`src/rtl/ex_stage_pkg.sv`:
```
// Shared Y86 execute-stage constants: instruction codes, ALU functions,
// condition codes and the NOP bundle loaded on reset or bubble.
package ex_stage_pkg;

  localparam int unsigned WORD = 32;
  localparam int unsigned BYTE = 8;

  typedef logic [WORD-1:0] word_t;
  typedef logic [BYTE-1:0] byte_t;

  typedef enum logic [BYTE-1:0] {
    IHALT   = 8'h0,
    INOP    = 8'h1,
    IRRMOVL = 8'h2,
    IIRMOVL = 8'h3,
    IRMMOVL = 8'h4,
    IMRMOVL = 8'h5,
    IOPL    = 8'h6,
    IJXX    = 8'h7,
    ICALL   = 8'h8,
    IRET    = 8'h9,
    IPUSHL  = 8'hA,
    IPOPL   = 8'hB
  } icode_e;

  typedef enum logic [BYTE-1:0] {
    ALUADD = 8'h0,
    ALUSUB = 8'h1,
    ALUAND = 8'h2,
    ALUXOR = 8'h3
  } alu_e;

  typedef enum logic [BYTE-1:0] {
    C_YES = 8'h0,
    C_LE  = 8'h1,
    C_L   = 8'h2,
    C_E   = 8'h3,
    C_NE  = 8'h4,
    C_GE  = 8'h5,
    C_G   = 8'h6
  } cond_e;

  localparam byte_t RNONE = 8'hF;
  localparam byte_t RESP  = 8'h4;

  localparam byte_t NOP_ICODE = INOP;
  localparam logic  NOP_CND   = 1'b0;
  localparam word_t NOP_VALE  = '0;
  localparam word_t NOP_VALA  = '0;
  localparam byte_t NOP_DSTE  = RNONE;
  localparam byte_t NOP_DSTM  = RNONE;

  function automatic logic cond_eval(input byte_t ifun, input logic zf,
                                     input logic sf, input logic of);
    logic r;
    r = 1'b0;
    case (ifun)
      C_YES:   r = 1'b1;
      C_LE:    r = (sf ^ of) | zf;
      C_L:     r = sf ^ of;
      C_E:     r = zf;
      C_NE:    r = ~zf;
      C_GE:    r = ~(sf ^ of);
      C_G:     r = ~(sf ^ of) & ~zf;
      default: r = 1'b0;
    endcase
    return r;
  endfunction

endpackage

```
`src/rtl/ex_stage_if.sv`:
```
// ID/EX input bundle, pipeline control, forwarding and EX/MEM outputs of ex_stage.
interface ex_stage_if;
  import ex_stage_pkg::*;

  byte_t ex_icode;
  byte_t ex_ifun;
  word_t ex_valA;
  word_t ex_valB;
  word_t ex_valC;
  byte_t ex_dstE;
  byte_t ex_dstM;
  logic  cc_inhibit;
  logic  ex_stall;
  logic  ex_bubble;

  word_t e_valE;
  byte_t e_dstE;
  logic  e_cnd;

  byte_t mem_icode;
  logic  mem_cnd;
  word_t mem_valE;
  word_t mem_valA;
  byte_t mem_dstE;
  byte_t mem_dstM;

  modport master (
    output ex_icode, ex_ifun, ex_valA, ex_valB, ex_valC, ex_dstE, ex_dstM,
    output cc_inhibit, ex_stall, ex_bubble,
    input  e_valE, e_dstE, e_cnd,
    input  mem_icode, mem_cnd, mem_valE, mem_valA, mem_dstE, mem_dstM
  );

  modport slave (
    input  ex_icode, ex_ifun, ex_valA, ex_valB, ex_valC, ex_dstE, ex_dstM,
    input  cc_inhibit, ex_stall, ex_bubble,
    output e_valE, e_dstE, e_cnd,
    output mem_icode, mem_cnd, mem_valE, mem_valA, mem_dstE, mem_dstM
  );
endinterface

```
`src/rtl/ex_stage_alu.sv`:
```
// Combinational Y86 ALU: result plus zero/sign/overflow flags. SUB is b - a.
module ex_stage_alu
  import ex_stage_pkg::*;
(
  input  word_t alu_a,
  input  word_t alu_b,
  input  byte_t alufun,
  output word_t val_e,
  output logic  zf,
  output logic  sf,
  output logic  of
);

  always_comb begin
    val_e = alu_b + alu_a;
    of    = (alu_a[WORD-1] == alu_b[WORD-1]) && (val_e[WORD-1] != alu_a[WORD-1]);
    case (alufun)
      ALUSUB: begin
        val_e = alu_b - alu_a;
        of    = (alu_b[WORD-1] != alu_a[WORD-1]) && (val_e[WORD-1] != alu_b[WORD-1]);
      end
      ALUAND: begin
        val_e = alu_a & alu_b;
        of    = 1'b0;
      end
      ALUXOR: begin
        val_e = alu_a ^ alu_b;
        of    = 1'b0;
      end
      default: ;
    endcase
    zf = (val_e == '0);
    sf = val_e[WORD-1];
  end

endmodule

```
`src/rtl/ex_stage.sv`:
```
// Y86 execute stage: operand select, ALU, condition codes, cmov/jXX condition
// evaluation and the EX/MEM pipeline register with stall/bubble control.
module ex_stage
  import ex_stage_pkg::*;
(
  input logic       clk,
  input logic       rst,
  ex_stage_if.slave bus
);

  word_t alu_a;
  word_t alu_b;
  byte_t alu_fun;
  word_t alu_val;
  logic  alu_zf, alu_sf, alu_of;
  logic  zf_q, sf_q, of_q;
  logic  cnd;

  always_comb begin
    alu_a = '0;
    alu_b = '0;
    case (bus.ex_icode)
      IRRMOVL, IOPL:             alu_a = bus.ex_valA;
      IIRMOVL, IRMMOVL, IMRMOVL: alu_a = bus.ex_valC;
      ICALL, IPUSHL:             alu_a = 32'hFFFF_FFFC;
      IRET, IPOPL:               alu_a = 32'd4;
      default:                   alu_a = '0;
    endcase
    case (bus.ex_icode)
      IRMMOVL, IMRMOVL, IOPL, ICALL, IRET, IPUSHL, IPOPL: alu_b = bus.ex_valB;
      default:                                            alu_b = '0;
    endcase
    alu_fun = (bus.ex_icode == IOPL) ? bus.ex_ifun : byte_t'(ALUADD);
  end

  ex_stage_alu u_alu (
    .alu_a  (alu_a),
    .alu_b  (alu_b),
    .alufun (alu_fun),
    .val_e  (alu_val),
    .zf     (alu_zf),
    .sf     (alu_sf),
    .of     (alu_of)
  );

  // Condition evaluation reads only the registered flags, so an OPl never
  // observes its own update.
  always_ff @(posedge clk) begin
    if (rst) begin
      zf_q <= 1'b1;
      sf_q <= 1'b0;
      of_q <= 1'b0;
    end else if (bus.ex_icode == IOPL && !bus.cc_inhibit && !bus.ex_stall) begin
      zf_q <= alu_zf;
      sf_q <= alu_sf;
      of_q <= alu_of;
    end
  end

  always_comb begin
    cnd        = cond_eval(bus.ex_ifun, zf_q, sf_q, of_q);
    bus.e_cnd  = cnd;
    bus.e_valE = alu_val;
    bus.e_dstE = (bus.ex_icode == IRRMOVL && !cnd) ? RNONE : bus.ex_dstE;
  end

  always_ff @(posedge clk) begin
    if (rst || (!bus.ex_stall && bus.ex_bubble)) begin
      bus.mem_icode <= NOP_ICODE;
      bus.mem_cnd   <= NOP_CND;
      bus.mem_valE  <= NOP_VALE;
      bus.mem_valA  <= NOP_VALA;
      bus.mem_dstE  <= NOP_DSTE;
      bus.mem_dstM  <= NOP_DSTM;
    end else if (!bus.ex_stall) begin
      bus.mem_icode <= bus.ex_icode;
      bus.mem_cnd   <= cnd;
      bus.mem_valE  <= alu_val;
      bus.mem_valA  <= bus.ex_valA;
      bus.mem_dstE  <= bus.e_dstE;
      bus.mem_dstM  <= bus.ex_dstM;
    end
  end

endmodule

```
`src/flat_wrapper.sv`:
```
// flat-port wrapper written by rule: the top's interface ports become plain ports
module ex_stage_flat import ex_stage_pkg::*;
  (clk, rst, bus_ex_icode, bus_ex_ifun, bus_ex_valA, bus_ex_valB, bus_ex_valC, bus_ex_dstE, bus_ex_dstM, bus_cc_inhibit, bus_ex_stall, bus_ex_bubble, bus_e_valE, bus_e_dstE, bus_e_cnd, bus_mem_icode, bus_mem_cnd, bus_mem_valE, bus_mem_valA, bus_mem_dstE, bus_mem_dstM);
  ex_stage_if bus_i ();
  input logic clk;
  input logic rst;
  input wire logic [$bits(bus_i.ex_icode)-1:0] bus_ex_icode;
  input wire logic [$bits(bus_i.ex_ifun)-1:0] bus_ex_ifun;
  input wire logic [$bits(bus_i.ex_valA)-1:0] bus_ex_valA;
  input wire logic [$bits(bus_i.ex_valB)-1:0] bus_ex_valB;
  input wire logic [$bits(bus_i.ex_valC)-1:0] bus_ex_valC;
  input wire logic [$bits(bus_i.ex_dstE)-1:0] bus_ex_dstE;
  input wire logic [$bits(bus_i.ex_dstM)-1:0] bus_ex_dstM;
  input wire logic [$bits(bus_i.cc_inhibit)-1:0] bus_cc_inhibit;
  input wire logic [$bits(bus_i.ex_stall)-1:0] bus_ex_stall;
  input wire logic [$bits(bus_i.ex_bubble)-1:0] bus_ex_bubble;
  output wire logic [$bits(bus_i.e_valE)-1:0] bus_e_valE;
  output wire logic [$bits(bus_i.e_dstE)-1:0] bus_e_dstE;
  output wire logic [$bits(bus_i.e_cnd)-1:0] bus_e_cnd;
  output wire logic [$bits(bus_i.mem_icode)-1:0] bus_mem_icode;
  output wire logic [$bits(bus_i.mem_cnd)-1:0] bus_mem_cnd;
  output wire logic [$bits(bus_i.mem_valE)-1:0] bus_mem_valE;
  output wire logic [$bits(bus_i.mem_valA)-1:0] bus_mem_valA;
  output wire logic [$bits(bus_i.mem_dstE)-1:0] bus_mem_dstE;
  output wire logic [$bits(bus_i.mem_dstM)-1:0] bus_mem_dstM;
  assign bus_i.ex_icode = bus_ex_icode;
  assign bus_i.ex_ifun = bus_ex_ifun;
  assign bus_i.ex_valA = bus_ex_valA;
  assign bus_i.ex_valB = bus_ex_valB;
  assign bus_i.ex_valC = bus_ex_valC;
  assign bus_i.ex_dstE = bus_ex_dstE;
  assign bus_i.ex_dstM = bus_ex_dstM;
  assign bus_i.cc_inhibit = bus_cc_inhibit;
  assign bus_i.ex_stall = bus_ex_stall;
  assign bus_i.ex_bubble = bus_ex_bubble;
  assign bus_e_valE = bus_i.e_valE;
  assign bus_e_dstE = bus_i.e_dstE;
  assign bus_e_cnd = bus_i.e_cnd;
  assign bus_mem_icode = bus_i.mem_icode;
  assign bus_mem_cnd = bus_i.mem_cnd;
  assign bus_mem_valE = bus_i.mem_valE;
  assign bus_mem_valA = bus_i.mem_valA;
  assign bus_mem_dstE = bus_i.mem_dstE;
  assign bus_mem_dstM = bus_i.mem_dstM;
  ex_stage u_core (.clk(clk), .rst(rst), .bus(bus_i));
endmodule
```
`config.mk`:
```
export PLATFORM = sky130hd
export DESIGN_NAME = ex_stage_flat
export DESIGN_NICKNAME = d
export VERILOG_FILES = /design/src/rtl/ex_stage_pkg.sv /design/src/rtl/ex_stage_if.sv /design/src/rtl/ex_stage_alu.sv /design/src/rtl/ex_stage.sv /design/src/flat_wrapper.sv
export SDC_FILE = /design/constraint.sdc
export NUM_CORES = 1
export LEC_CHECK = 0
export ABC_AREA = 1
export CORE_MARGIN = 1.5
export CORE_UTILIZATION = 40
export CTS_BUF_LIST = sky130_fd_sc_hd__clkbuf_8
export DETAILED_ROUTE_END_ITERATION = 10
export GPL_TIMING_DRIVEN = 1
export PLACE_DENSITY = 0.67
export SYNTH_ARGS = -nofsm -noshare
export SYNTH_HDL_FRONTEND = slang
export SYNTH_SLANG_ARGS = --single-unit
```
`constraint.sdc`:
```
create_clock -name clk -period 4.1 [get_ports clk]
set_input_delay 0.615 -clock clk [delete_from_list [all_inputs] [get_ports clk]]
set_output_delay 0.615 -clock clk [all_outputs]
set_load 0.03 [all_outputs]
```
==> out/results.ini <==
[critical_path]
ff2ff_path_depth = 9
cp_data_required_time_ps = 3480
r2r_slack_ps = 2150
path_buf_inv = 11
crit_type = in2out
critPathLaunchType = input port
critPathArrivalTime_ps = 3900
r2r-start = u_core.sf_q
startpoint = bus_ex_icode[4]
cp_max_fo = 5
end_kind = output port
slowest_delay_ps = 260
crit_family = simple AND/OR/NAND/NOR gates
r2r-end = u_core.bus.mem_dstE[0]
slowest_stage = nor2_4
worst_path_most_repeated_cell = nand2_1

[floorplan]
fp.coreArea_sq_um = 25330
die_area_sq_um = 26910
die_y_um = 164.1
die_x_um = 164.1
num_rows = 58
pin_count = 263
floorplan.initialDensity = 0.4096

[routing]
drtAntennaViolNets = 0
num_vias = 16630
firstDrtPassIters = 6
post_drt_wl_per_cell_um = 20.65
wirelength_um = 62410
vias_per_cell = 5.500
drt-initial-drc-count = 1730
drc = 0

[power]
ir_drop_v = 0.0001819
p_leak_nw = 10.82
intPower_mw = 1.840
power_frac_clock = 0.226
p_per_area_nw_per_um2 = 144.3
pwr-share-comb = 0.455
p_sw_mw = 1.168
p_seq_frac = 0.319
power_switching_share = 0.3882

[logic_synthesis]
async_reset_ff_frac = 0
synth-seq-cells = 92
synth-seq-area-share = 0.1775
synthCells = 1951
ys_types = 38
synth_edf_count = 0
yosysWarningCount = 0
syn_avg_cell_area_sq_um = 5.318
synth-main-ff-cell = dfxtp_1
syn_nets = 2149
synthesis.area_sq_um = 10370

[cells_and_area]
fin_util = 0.8232
syn_to_final_growth_pct = 101.0
drive_gt1_frac = 0.4456
layout_commonest_cell = buf_4
diodes = 0
layout_common_cells = buf_4 (447), nand2_1 (444), inv_1 (274)
nets = 2887

[sta]
whs_ps = 459.1
setup_violations = 28
slew_headroom = 0.1403
timing.final.crit_share = 1.101
rsz0062_at_grt = true
final_max_slew_viol_count = 0
fin_ws_ps = -414.3
fin_skew_ps = 16.55
setup_tns_ps = -4943
hold_violations = 0
fmax_mhz = 221.5
final.min_clock_period_ps = 4514
tightest_slew_ps = 1290

[status]
violations = setup timing
outcome = complete, but fails checks

[grt]
grt_pass1_wl_um = 83390
grt_pass1_vias = 15120
grt_start_max_net_pins = 90
antenna_found_initial = 2
overflow = 0
track_usage = 0.4087

[clock_network]
cts.reportedPaths.clkPinSlew_ps = 110
htreeDepth = 3
tritoncts = yes
clock_path_buffers = 2
root_buffer = clkbuf_8
clock_latency_ps = 400
clock_sink_count = 92
numCtsBuffers = 9

[min_path]
hold_path_class = in2reg
hold_depth = 3
min-delay-start = bus_ex_icode[7]
worstHoldEndpoint = u_core.bus.mem_icode[7]

[job]
drv_cap = 0

[placement]
portBuffers = 262
hpwl_um = 43070
gp_congestion = 1.058

-- flip-flops by register name, indices dropped and copies added, names as in the netlist --
name                  count
u_core.bus.mem_valA      32
u_core.bus.mem_valE      32
u_core.bus.mem_dstE       8
u_core.bus.mem_dstM       8
u_core.zf_q               1
u_core.of_q               1
u_core.bus.mem_icode      8
u_core.sf_q               1
u_core.bus.mem_cnd        1
-- worst max-delay path by stage --
stage	depth (start not counted)	endpoint	slack [ps]
after floorplan	22	bus_e_valE[28]	110
after global placement	23	bus_e_valE[28]	-1400
after detailed placement	25	bus_e_valE[28]	-1430
after CTS	25	bus_e_valE[28]	-200
after global routing	25	bus_e_valE[26]	-490
final	27	bus_e_valE[18]	-410
-- worst reg2reg max path, stage by stage (launching register included) --
cell and delay, ps:
dfxtp_1 340, xnor2_1 250, nand4_1 130, o2111ai_1 120, nand2_1 200, nand3_1 260
inv_1 130, or2_2 310, nand2_1 70, nand2_1 60
-- area by class of cell --
class	instances	area, sq um
repair inverters	3	41.29
well taps	330	412.9
repair buffers	800	7322
multi-input cells	1423	9614
clock inverters	6	71.32
fillers	1666	4478
flip-flops and latches	92	1842
clock buffers	9	123.9
inverters	360	1421
-- cells by family after synthesis --
group	Yosys count	synth area share
AO/OA/AOI/OAI	228	0.1181
XOR/XNOR	5	0.004222
adder cells (fa/ha/maj)	65	0.07984
buffers and inverters	436	0.1685
flip-flops	92	0.1775
AND/OR/NAND/NOR	1125	0.4519
-- metal layers --
metal / GRT usage / vias up / part of all wire
li1: - / 7524 / -
met1: 0.5068 / 7709 / 0.37
met3: 0.06742 / 329 / 0.11
met4: 0.2231 / 2 / 0.076
met5: 0 / - / 0.00019
met2: 0.6734 / 1064 / 0.45
-- Yosys cell counts (4+ instances only) --
| cell | n | area (sq um) |
|---|---|---|
| o22ai_1 | 19 | 118.9 |
| nand2_1 | 644 | 2417 |
| buf_1 | 4 | 15.01 |
| buf_6 | 5 | 56.30 |
| buf_4 | 14 | 105.1 |
| nand3b_1 | 7 | 52.55 |
| ha_1 | 63 | 788.3 |
| a21oi_1 | 124 | 620.6 |
| inv_2 | 5 | 18.77 |
| clkbuf_1 | 36 | 135.1 |
| nand3_1 | 180 | 900.9 |
| buf_2 | 17 | 85.08 |
| nand2_2 | 9 | 56.30 |
| nor2_2 | 6 | 37.54 |
| o211ai_1 | 8 | 60.06 |
| nor2_1 | 217 | 814.5 |
| nor3_1 | 17 | 85.08 |
| nand4_1 | 27 | 168.9 |
| nor2_4 | 7 | 78.83 |
| o21ai_1 | 4 | 20.02 |
| o21ai_0 | 62 | 310.3 |
| inv_1 | 353 | 1325 |
| dfxtp_1 | 92 | 1842 |
| or2_2 | 6 | 37.54 |
-- per-stage QoR --
step | worst slack, ps | power, mW | cell area, sq um | cells
final | -414.3 | 3.008 | 20850 | 3023
after global routing | -489.7 | 3.129 | 20850 | 3023
after CTS | -201.2 | 2.821 | 19070 | 2968
after detailed placement | -1427 | 2.006 | 16270 | 2879
after global placement | -1395 | 1.992 | 16270 | 2879
after floorplan | 114.8 | 1.469 | 10380 | 1951
-- power by group through the flow --
stage	Sequential, mW	Clock [mW]	Combinational [mW]
2_1_floorplan	1.06	0	0.409
3_3_place_gp	0.975	0	1.02
3_5_place_dp	0.977	0	1.03
4_1_cts	0.957	0.683	1.18
5_1_grt	0.963	0.723	1.44
6_report	0.958	0.681	1.37
-- repair_timing --
action,in CTS,in global routing
gates cloned,6,3
resized for setup,571,405
setup endpoints to repair,47,30
hold buffers,0,0
pin swaps,100,151
buffers inserted,69,57
Power figures use the tool's default switching activity.
